<file path="src/rtl/pong_frame_renderer.sv">
// Pong game state (paddles, ball, scores, serve/score/game-over FSM) advanced once per frame,
// plus a registered one-clock-latency pixel colour path for the VGA DAC.
module pong_frame_renderer #(
  parameter int unsigned SCREEN_W    = 640,
  parameter int unsigned SCREEN_H    = 480,
  parameter int unsigned BALL_SIZE   = 8,
  parameter int unsigned BALL_SPEED  = 2,
  parameter int unsigned PADDLE_W    = 8,
  parameter int unsigned PADDLE_H    = 64,
  parameter int unsigned PADDLE_STEP = 4,
  parameter int unsigned PADDLE_X_L  = 16,
  parameter int unsigned PADDLE_X_R  = 616,
  parameter int unsigned HOLD_FRAMES = 60,
  parameter int unsigned WIN_SCORE   = 9
) (
  input  logic        vga_clk,
  input  logic        reset_n,
  input  logic        blank_n,
  input  logic        VS,
  input  logic [10:0] xPos,
  input  logic [9:0]  yPos,
  input  logic        btn_l_up,
  input  logic        btn_l_dn,
  input  logic        btn_r_up,
  input  logic        btn_r_dn,
  input  logic        serve,
  output logic [7:0]  red,
  output logic [7:0]  green,
  output logic [7:0]  blue,
  output logic [3:0]  score_l,
  output logic [3:0]  score_r,
  output logic        game_over
);

  localparam logic [11:0] Speed   = 12'(BALL_SPEED);
  localparam logic [11:0] Size    = 12'(BALL_SIZE);
  localparam logic [11:0] ScrW    = 12'(SCREEN_W);
  localparam logic [11:0] ScrH    = 12'(SCREEN_H);
  localparam logic [11:0] PadW    = 12'(PADDLE_W);
  localparam logic [11:0] PadH    = 12'(PADDLE_H);
  localparam logic [11:0] Step    = 12'(PADDLE_STEP);
  localparam logic [11:0] PadXL   = 12'(PADDLE_X_L);
  localparam logic [11:0] PadXR   = 12'(PADDLE_X_R);
  localparam logic [11:0] PadMax  = 12'(SCREEN_H - PADDLE_H);
  localparam logic [11:0] PadInit = 12'((SCREEN_H - PADDLE_H) / 2);
  localparam logic [11:0] CenX    = 12'((SCREEN_W - BALL_SIZE) / 2);
  localparam logic [11:0] CenY    = 12'((SCREEN_H - BALL_SIZE) / 2);
  localparam logic [11:0] NetX0   = 12'(SCREEN_W / 2 - 2);
  localparam logic [11:0] NetX1   = 12'(SCREEN_W / 2 + 1);
  localparam logic [7:0]  HoldEnd = 8'(HOLD_FRAMES - 1);
  localparam logic [3:0]  Win     = 4'(WIN_SCORE);

  typedef enum logic [1:0] {StIdle, StPlay, StScored, StGameOver} state_e;

  state_e      state_q, state_d;
  logic        vs_q, frame_tick;
  logic [10:0] ball_x_q, ball_x_d;
  logic [9:0]  ball_y_q, ball_y_d;
  logic        dx_q, dx_d, dy_q, dy_d;  // 1 = right / down
  logic [9:0]  pad_l_q, pad_l_d, pad_r_q, pad_r_d;
  logic [3:0]  score_l_q, score_l_d, score_r_q, score_r_d;
  logic [7:0]  hold_q, hold_d;
  logic        serve_dir_q, serve_dir_d;
  logic [7:0]  pix_q, pix_d;

  logic [11:0] bx, by, pl, pr, px, py;
  logic        hit_l, hit_r, wall_l, wall_r;
  logic        ball_on, pad_on, net_on;

  function automatic logic [9:0] pad_next(input logic [9:0] y, input logic up, input logic dn);
    logic [11:0] y12;
    y12 = {2'b00, y};
    if (up && !dn) return (y12 >= Step) ? 10'(y12 - Step) : 10'd0;
    if (dn && !up) return (y12 + Step >= PadMax) ? 10'(PadMax) : 10'(y12 + Step);
    return y;
  endfunction

  assign frame_tick = VS && !vs_q;
  assign bx = {1'b0, ball_x_q};
  assign by = {2'b00, ball_y_q};
  assign pl = {2'b00, pad_l_q};
  assign pr = {2'b00, pad_r_q};
  assign px = {1'b0, xPos};
  assign py = {2'b00, yPos};

  assign hit_l  = (bx <= PadXL + PadW + Speed) && (by + Size > pl) && (by < pl + PadH);
  assign hit_r  = (bx + Speed >= PadXR - Size) && (by + Size > pr) && (by < pr + PadH);
  assign wall_l = bx <= Speed;
  assign wall_r = bx + Speed >= ScrW - Size;

  always_ff @(posedge vga_clk) begin
    if (!reset_n) begin
      state_q     <= StIdle;
      vs_q        <= 1'b1;
      ball_x_q    <= 11'(CenX);
      ball_y_q    <= 10'(CenY);
      dx_q        <= 1'b1;
      dy_q        <= 1'b1;
      pad_l_q     <= 10'(PadInit);
      pad_r_q     <= 10'(PadInit);
      score_l_q   <= '0;
      score_r_q   <= '0;
      hold_q      <= '0;
      serve_dir_q <= 1'b1;
      pix_q       <= '0;
    end else begin
      state_q     <= state_d;
      vs_q        <= VS;
      ball_x_q    <= ball_x_d;
      ball_y_q    <= ball_y_d;
      dx_q        <= dx_d;
      dy_q        <= dy_d;
      pad_l_q     <= pad_l_d;
      pad_r_q     <= pad_r_d;
      score_l_q   <= score_l_d;
      score_r_q   <= score_r_d;
      hold_q      <= hold_d;
      serve_dir_q <= serve_dir_d;
      pix_q       <= pix_d;
    end
  end

  always_comb begin
    state_d     = state_q;
    ball_x_d    = ball_x_q;
    ball_y_d    = ball_y_q;
    dx_d        = dx_q;
    dy_d        = dy_q;
    pad_l_d     = pad_l_q;
    pad_r_d     = pad_r_q;
    score_l_d   = score_l_q;
    score_r_d   = score_r_q;
    hold_d      = hold_q;
    serve_dir_d = serve_dir_q;
    if (frame_tick) begin
      if (state_q != StGameOver) begin
        pad_l_d = pad_next(pad_l_q, btn_l_up, btn_l_dn);
        pad_r_d = pad_next(pad_r_q, btn_r_up, btn_r_dn);
      end
      unique case (state_q)
        StIdle: begin
          ball_x_d = 11'(CenX);
          ball_y_d = 10'(CenY);
          if (serve) begin
            state_d = StPlay;
            dx_d    = serve_dir_q;
            dy_d    = 1'b1;
          end
        end
        StPlay: begin
          // Vertical and horizontal rules both look at pre-tick position and paddles.
          if (!dy_q && by <= Speed) begin
            ball_y_d = '0;
            dy_d     = 1'b1;
          end else if (dy_q && by + Size + Speed >= ScrH) begin
            ball_y_d = 10'(ScrH - Size);
            dy_d     = 1'b0;
          end else begin
            ball_y_d = dy_q ? 10'(by + Speed) : 10'(by - Speed);
          end
          if (!dx_q) begin
            if (hit_l) begin
              ball_x_d = 11'(PadXL + PadW);
              dx_d     = 1'b1;
            end else if (wall_l) begin
              score_r_d   = score_r_q + 4'd1;
              serve_dir_d = 1'b1;
              state_d     = StScored;
            end else begin
              ball_x_d = 11'(bx - Speed);
            end
          end else begin
            if (hit_r) begin
              ball_x_d = 11'(PadXR - Size);
              dx_d     = 1'b0;
            end else if (wall_r) begin
              score_l_d   = score_l_q + 4'd1;
              serve_dir_d = 1'b0;
              state_d     = StScored;
            end else begin
              ball_x_d = 11'(bx + Speed);
            end
          end
        end
        StScored: begin
          if (hold_q == HoldEnd) begin
            hold_d   = '0;
            ball_x_d = 11'(CenX);
            ball_y_d = 10'(CenY);
            state_d  = (score_l_q == Win || score_r_q == Win) ? StGameOver : StIdle;
          end else begin
            hold_d = hold_q + 8'd1;
          end
        end
        StGameOver: begin
          if (serve) begin
            score_l_d   = '0;
            score_r_d   = '0;
            serve_dir_d = 1'b1;
            state_d     = StIdle;
          end
        end
      endcase
    end
  end

  always_comb begin
    game_over = state_q == StGameOver;
    ball_on   = (state_q != StScored) && (px >= bx) && (px < bx + Size) &&
                (py >= by) && (py < by + Size);
    pad_on    = ((px >= PadXL) && (px < PadXL + PadW) && (py >= pl) && (py < pl + PadH)) ||
                ((px >= PadXR) && (px < PadXR + PadW) && (py >= pr) && (py < pr + PadH));
    net_on    = (px >= NetX0) && (px <= NetX1) && !yPos[3];
    if (!blank_n)              pix_d = 8'h00;
    else if (ball_on || pad_on) pix_d = 8'hFF;
    else if (net_on)           pix_d = 8'h80;
    else                       pix_d = 8'h00;
  end

  assign red     = pix_q;
  assign green   = pix_q;
  assign blue    = pix_q;
  assign score_l = score_l_q;
  assign score_r = score_r_q;

endmodule

</file>
<file path="config.mk">
export PLATFORM = sky130hd
export DESIGN_NAME = pong_frame_renderer
export DESIGN_NICKNAME = d
export VERILOG_FILES = /design/src/rtl/pong_frame_renderer.sv
export SDC_FILE = /design/constraint.sdc
export NUM_CORES = 1
export LEC_CHECK = 0
export ABC_AREA = 1
export CELL_PAD_IN_SITES_DETAIL_PLACEMENT = 1
export CELL_PAD_IN_SITES_GLOBAL_PLACEMENT = 1
export CORE_MARGIN = 5
export CORE_UTILIZATION = 43
export DETAILED_ROUTE_END_ITERATION = 6
export PLACE_DENSITY_LB_ADDON = 0.1
export SYNTH_ARGS = -nofsm -noshare
export SYNTH_HDL_FRONTEND = slang
export SYNTH_SLANG_ARGS = --single-unit
</file>
<file path="constraint.sdc">
create_clock -name vga_clk -period 3.37 [get_ports vga_clk]
set_input_delay 0.674 -clock vga_clk [delete_from_list [all_inputs] [get_ports vga_clk]]
set_output_delay 0.674 -clock vga_clk [all_outputs]
set_load 0.01 [all_outputs]
</file>
==> results <==
- Clock tree synthesis found a total of between 60 and 70 sinks.
- The number of inserted diodes is 0.
- The number of buffers inserted during clock tree synthesis is 9.
- The count of final hold-check violations was 0.
- The main combinational cell family by area after synthesis is simple AND/OR/NAND/NOR gates.
- The worst register-to-register path has a setup slack of between 200 and 300 ps.
- At the end of routability-driven placement, the weighted congestion stood at between 0.8 and 0.9.
- The number of core rows is between 40 and 50.
- The flow ran to the end, and the final reports show no timing, DRC or antenna violations.
- The post-synthesis area per instance is around 6.5 sq um.
- The worst register-to-register path ends at score_r[2]$_SDFFE_PN0P_.
- Synthesis inferred between 60 and 70 register bits.
- The maximum fanout along the worst path is 7.
- The initial detailed-routing violation count is about 260.
- The number of nets handed over by synthesis was roughly 1300.
- The dominant cell type by count on the critical path is sky130_fd_sc_hd__nand2_1.
- Clock latency on the worst-skew pair, taken at its later pin, is approximately 340 ps.
- The adder-cell area share of the yosys netlist is between 15 and 20%.
- The remaining routing DRC violations is 0.
- The sequential area share after synthesis is between 10% and 20%.
- For this design the top-level I/O count stands at 63.
- The pre-antenna-repair detailed-routing pass consisted of 5 iterations.
- The post-detailed-route via-to-cell ratio is roughly 5.4.
- The critical path is of the reg -> reg type.
- The path class of the lowest-slack min-delay path is reg -> reg.
- Data arrives at the worst endpoint at between 3000 and 4000 ps.
- For this run, the total global-route usage over all layers was measured as 24.0%.
- The clock transition at the register clock pins on the worst setup and hold paths after CTS is ~60 ps.
- The slowest stage of the critical path belongs to the cell sky130_fd_sc_hd__dfxtp_1.
- The analysis attributes to cell leakage a power of 4.15 nW.
- The worst reg-to-reg path cell count is 17.
- The synthesized netlist devotes 14.7% of its cell area to compound gates.
- The initial utilization of the core area, before any placement, comes to a little over two fifths.
- The total of buffers placed on input and output ports is 61.
- The worst stage delay on the critical path is 490 ps.
- The worst register-to-register path begins at ball_y_q[4]$_SDFFE_PN0P_.
- Of the available clock period, the critical path in the final layout requires slightly above 90%.
- The XOR/XNOR share of the synthesized area is 5.30%.
- The HPWL after detailed placement is 19500 um.
- The post-layout minimum cycle time is around 3100 ps.
- The worst-case clock skew is around 5.5 ps.
- The clock network accounts for a little over two fifths of the total power.
- For this block, the routed nets add up to 24400 um of wire.
- The combinational share of power is 23.2%.
- The H-tree depth is 3.
- The worst-case IR drop observed on VDD is 242 uV.
- The vertical die dimension is ~140 um.
- The count of final max-slew check failures was 0.
- The number of warnings printed during yosys synthesis is 0.
- Dividing total power by cell area gives a power density of ~270 nW/um^2.
- The total standard cell area after synthesis is roughly 7600 sq um.
- Based on the critical path, the design can be clocked at up to approximately 0.32 GHz.
- The number of antenna violations at the first check in global routing is 0.
- The pin count of the biggest net entering global routing is 22.
- At the end of the flow, the number of nets in the layout was between 1000 and 1500.
- The data required time at the worst endpoint is ~3600 ps.
- The portion of synthesized area spent on multiplexers is 0%.
- The internal cell power is roughly 1.6 mW.
- The critical path endpoint category is a flip-flop.
- The post-synthesis share of cell area spent on and, or, nand and nor gates is between 30% and 40%.
- The final route contains 7821 vias.
- The total negative setup slack is 0 ps.
- The launching element of the worst setup path is ball_y_q[4]$_SDFFE_PN0P_.
- On the final layout, the worst hold slack is approximately 460 ps.
- The net switching power is 0.752 mW.
- The clock tree from TritonCTS is done.
- The maximum buffer depth of the clock tree is 2.
- Across the run, the number of max-cap violations was 0.
- The layout filler cell count is roughly 2300.
- The synthesized netlist contains between 50 and 60 unique library cells.
- The sort of element at the start of the critical path is a flip-flop.
- The end point of the critical path is score_r[2]$_SDFFE_PN0P_.
- The number of nets with antenna violations after detailed routing is 0.
- The first global-routing pass estimated 39700 um of wire.
- The area of the die is about 20000 sq um.
- Counting every instance in the synthesized netlist gives between 1000 and 1500.
- The post-route netlist has under 10% of its cells at a drive strength greater than 1.
- The critical path goes through ha_1, nand3_1, xor2_1, ha_1, nand2_1, nor2_1, nand3_1, nor2_1, nor2_2, nor2_4, nand3_4, nand2_1, nand2_1, nand2_1, inv_1, nand3_1, a21oi_1.
- The total overflow left after global routing is 0.
- Clock tree synthesis selected as its root buffer the cell sky130_fd_sc_hd__clkbuf_16.
- The slew at the pin closest to its max-slew limit is 713 ps.
- The floorplan step defined a core boundary enclosing ~17000 sq um.
- Measured against its own limit, the worst slew margin works out to 52.0%.
- Net switching is between 30% and 40% of the power.
- Setup violations remaining at the end of the flow were counted as 0.
- Setup repair after global routing left no endpoint under its margin.
- Per report_power, the sequential group accounts for 33.1% of the total.
- The total chip power is 2.39 mW.
- The wire length per cell after detailed routing is 16.9 um.
- The die extent in x is around 140 um.
- The via count of the first global-routing pass is around 7800.
- Relative to the synthesized area, the layout overhead comes to 15.3%.
-- how the worst min path moves through the flow --
| stage | start | endpoint | slack [ps] | depth (start not counted) |
|---|---|---|---|---|
| floorplan | serve_dir_q$_SDFFE_PN1P_ | serve_dir_q$_SDFFE_PN1P_ | 410 | 2 |
| finish | serve_dir_q$_SDFFE_PN1P_ | serve_dir_q$_SDFFE_PN1P_ | 460 | 2 |
| global placement | serve_dir_q$_SDFFE_PN1P_ | serve_dir_q$_SDFFE_PN1P_ | 430 | 2 |
| global route | serve_dir_q$_SDFFE_PN1P_ | serve_dir_q$_SDFFE_PN1P_ | 500 | 2 |
| detailed placement | serve_dir_q$_SDFFE_PN1P_ | serve_dir_q$_SDFFE_PN1P_ | 450 | 2 |
| CTS | serve_dir_q$_SDFFE_PN1P_ | serve_dir_q$_SDFFE_PN1P_ | 460 | 2 |
-- kinds of logic after synthesis --
kind of cell / count (synthesis)
simple gates: 535
compound gates: 198
buf+inv: 198
fa+ha+maj: 121
flops: 63
xor+xnor: 45
-- power by group through the flow --
stage	Combinational, mW	Clock, mW	Sequential (mW)
6_report	0.555	1.05	0.793
5_1_grt	0.630	1.09	0.796
4_1_cts	0.554	1.07	0.793
3_5_place_dp	0.547	0	0.809
3_3_place_gp	0.531	0	0.809
2_1_floorplan	0.377	0	0.791
-- synthesized netlist by cell type (all sizes together) --
| master | instances | area, sq um |
|---|---|---|
| nor4 | 12 | 81.3 |
| nand3b | 6 | 45.0 |
| a31oi | 1 | 6.26 |
| and3 | 4 | 25.0 |
| a32oi | 1 | 8.76 |
| nand3 | 79 | 443 |
| o22ai | 7 | 43.8 |
| o21ba | 1 | 10.0 |
| o32ai | 1 | 8.76 |
| nor2 | 116 | 498 |
| o221ai | 1 | 8.76 |
| o211ai | 9 | 67.6 |
| buf | 34 | 246 |
| and2 | 1 | 8.76 |
| or2 | 3 | 18.8 |
| nand2 | 268 | 1040 |
| a2111oi | 1 | 15.0 |
| o31ai | 3 | 27.5 |
| nor3 | 21 | 110 |
| xnor2 | 10 | 87.6 |
| clkinv | 4 | 15.0 |
| dfxtp | 63 | 1260 |
| nand4 | 23 | 144 |
| a21boi | 1 | 7.51 |
| clkbuf | 11 | 42.5 |
| a221oi | 1 | 8.76 |
| o21bai | 4 | 30.0 |
| o2111ai | 1 | 8.76 |
| o41ai | 1 | 8.76 |
| a21oi | 91 | 459 |
| ha | 121 | 1510 |
| nor3b | 2 | 15.0 |
| o21ai | 64 | 320 |
| inv | 149 | 559 |
| a211oi | 7 | 52.6 |
| o21a | 3 | 22.5 |
| xor2 | 35 | 314 |
-- metrics by stage --
step	utilization, %	instances	worst slack, ps	instance area [sq um]
after floorplan	-	1160	788	7580
after global placement	48.5	1429	306	8390
after detailed placement	48.5	1429	248	8390
after CTS	50.4	1444	181	8710
after global routing	50.5	1446	18.7	8740
final	50.5	1446	291	8740
-- registers in the layout, indices dropped and copies added, names as in the netlist --
register / cells
ball_x_q: 10
ball_y_q: 9
blue: 2
dx_q: 1
dy_q: 1
hold_q: 8
pad_l_q: 10
pad_r_q: 10
score_l: 4
score_r: 4
serve_dir_q: 1
state_q: 2
vs_q: 1
-- area by class of cell --
| cell class | count | area, sq um | share of cell area [%] |
|---|---|---|---|
| clock buffers | 10 | 239 | 2.74 |
| well taps | 225 | 282 | 3.22 |
| clock inverters | 5 | 82.6 | 0.945 |
| multi-input cells | 899 | 5460 | 62.5 |
| repair buffers | 91 | 836 | 9.57 |
| flip-flops and latches | 63 | 1260 | 14.5 |
| inverters | 153 | 574 | 6.57 |
-- critical path: cells and delay by family (launching register included) --
family	cells	cell delay (ps)
simple gates	12	1440
fa+ha+maj	2	630
flops	1	490
xor+xnor	1	220
buf+inv	1	130
compound gates	1	70
-- per-layer routing --
metal | GRT usage, % | wire (um) | vias to the layer above
met5 | 0 | 0 | -
met4 | 4.60 | 238 | 0
met2 | 42.4 | 11800 | 111
met1 | 30.9 | 11400 | 3748
li1 | - | - | 3944
met3 | 4.25 | 948 | 18
-- cell usage in the layout (no fill, tap or decap), types with 3 or more instances in the layout --
cell,synthesis,routed
sky130_fd_sc_hd__nand3_1,71,71
sky130_fd_sc_hd__nor2_1,105,105
sky130_fd_sc_hd__ha_1,121,121
sky130_fd_sc_hd__nand2_1,260,260
sky130_fd_sc_hd__clkinv_1,4,4
sky130_fd_sc_hd__nand2_2,6,6
sky130_fd_sc_hd__dfxtp_1,63,62
sky130_fd_sc_hd__o21ai_1,4,4
sky130_fd_sc_hd__a211oi_1,7,7
sky130_fd_sc_hd__inv_2,3,3
sky130_fd_sc_hd__clkdlybuf4s50_1,0,61
sky130_fd_sc_hd__buf_4,28,30
sky130_fd_sc_hd__nand4_1,23,23
sky130_fd_sc_hd__or2_2,3,3
sky130_fd_sc_hd__o21ai_0,60,60
sky130_fd_sc_hd__xnor2_1,10,10
sky130_fd_sc_hd__and3_1,4,4
sky130_fd_sc_hd__nand3_2,7,7
sky130_fd_sc_hd__o21a_1,3,3
sky130_fd_sc_hd__o22ai_1,7,7
sky130_fd_sc_hd__o21bai_1,4,4
sky130_fd_sc_hd__nor3_1,20,19
sky130_fd_sc_hd__inv_1,146,146
sky130_fd_sc_hd__clkbuf_16,0,9
sky130_fd_sc_hd__xor2_1,34,34
sky130_fd_sc_hd__a21oi_1,90,90
sky130_fd_sc_hd__nor2_4,7,7
sky130_fd_sc_hd__nor4_1,11,11
sky130_fd_sc_hd__nand3b_1,6,6
sky130_fd_sc_hd__o211ai_1,9,9
sky130_fd_sc_hd__nor2_2,4,4
-- what timing repair did --
action	CTS	global route
setup buffers	0	2
hold buffers	0	0
resized for setup	0	2
setup endpoints to repair	0	11
Power figures use the tool's default switching activity.
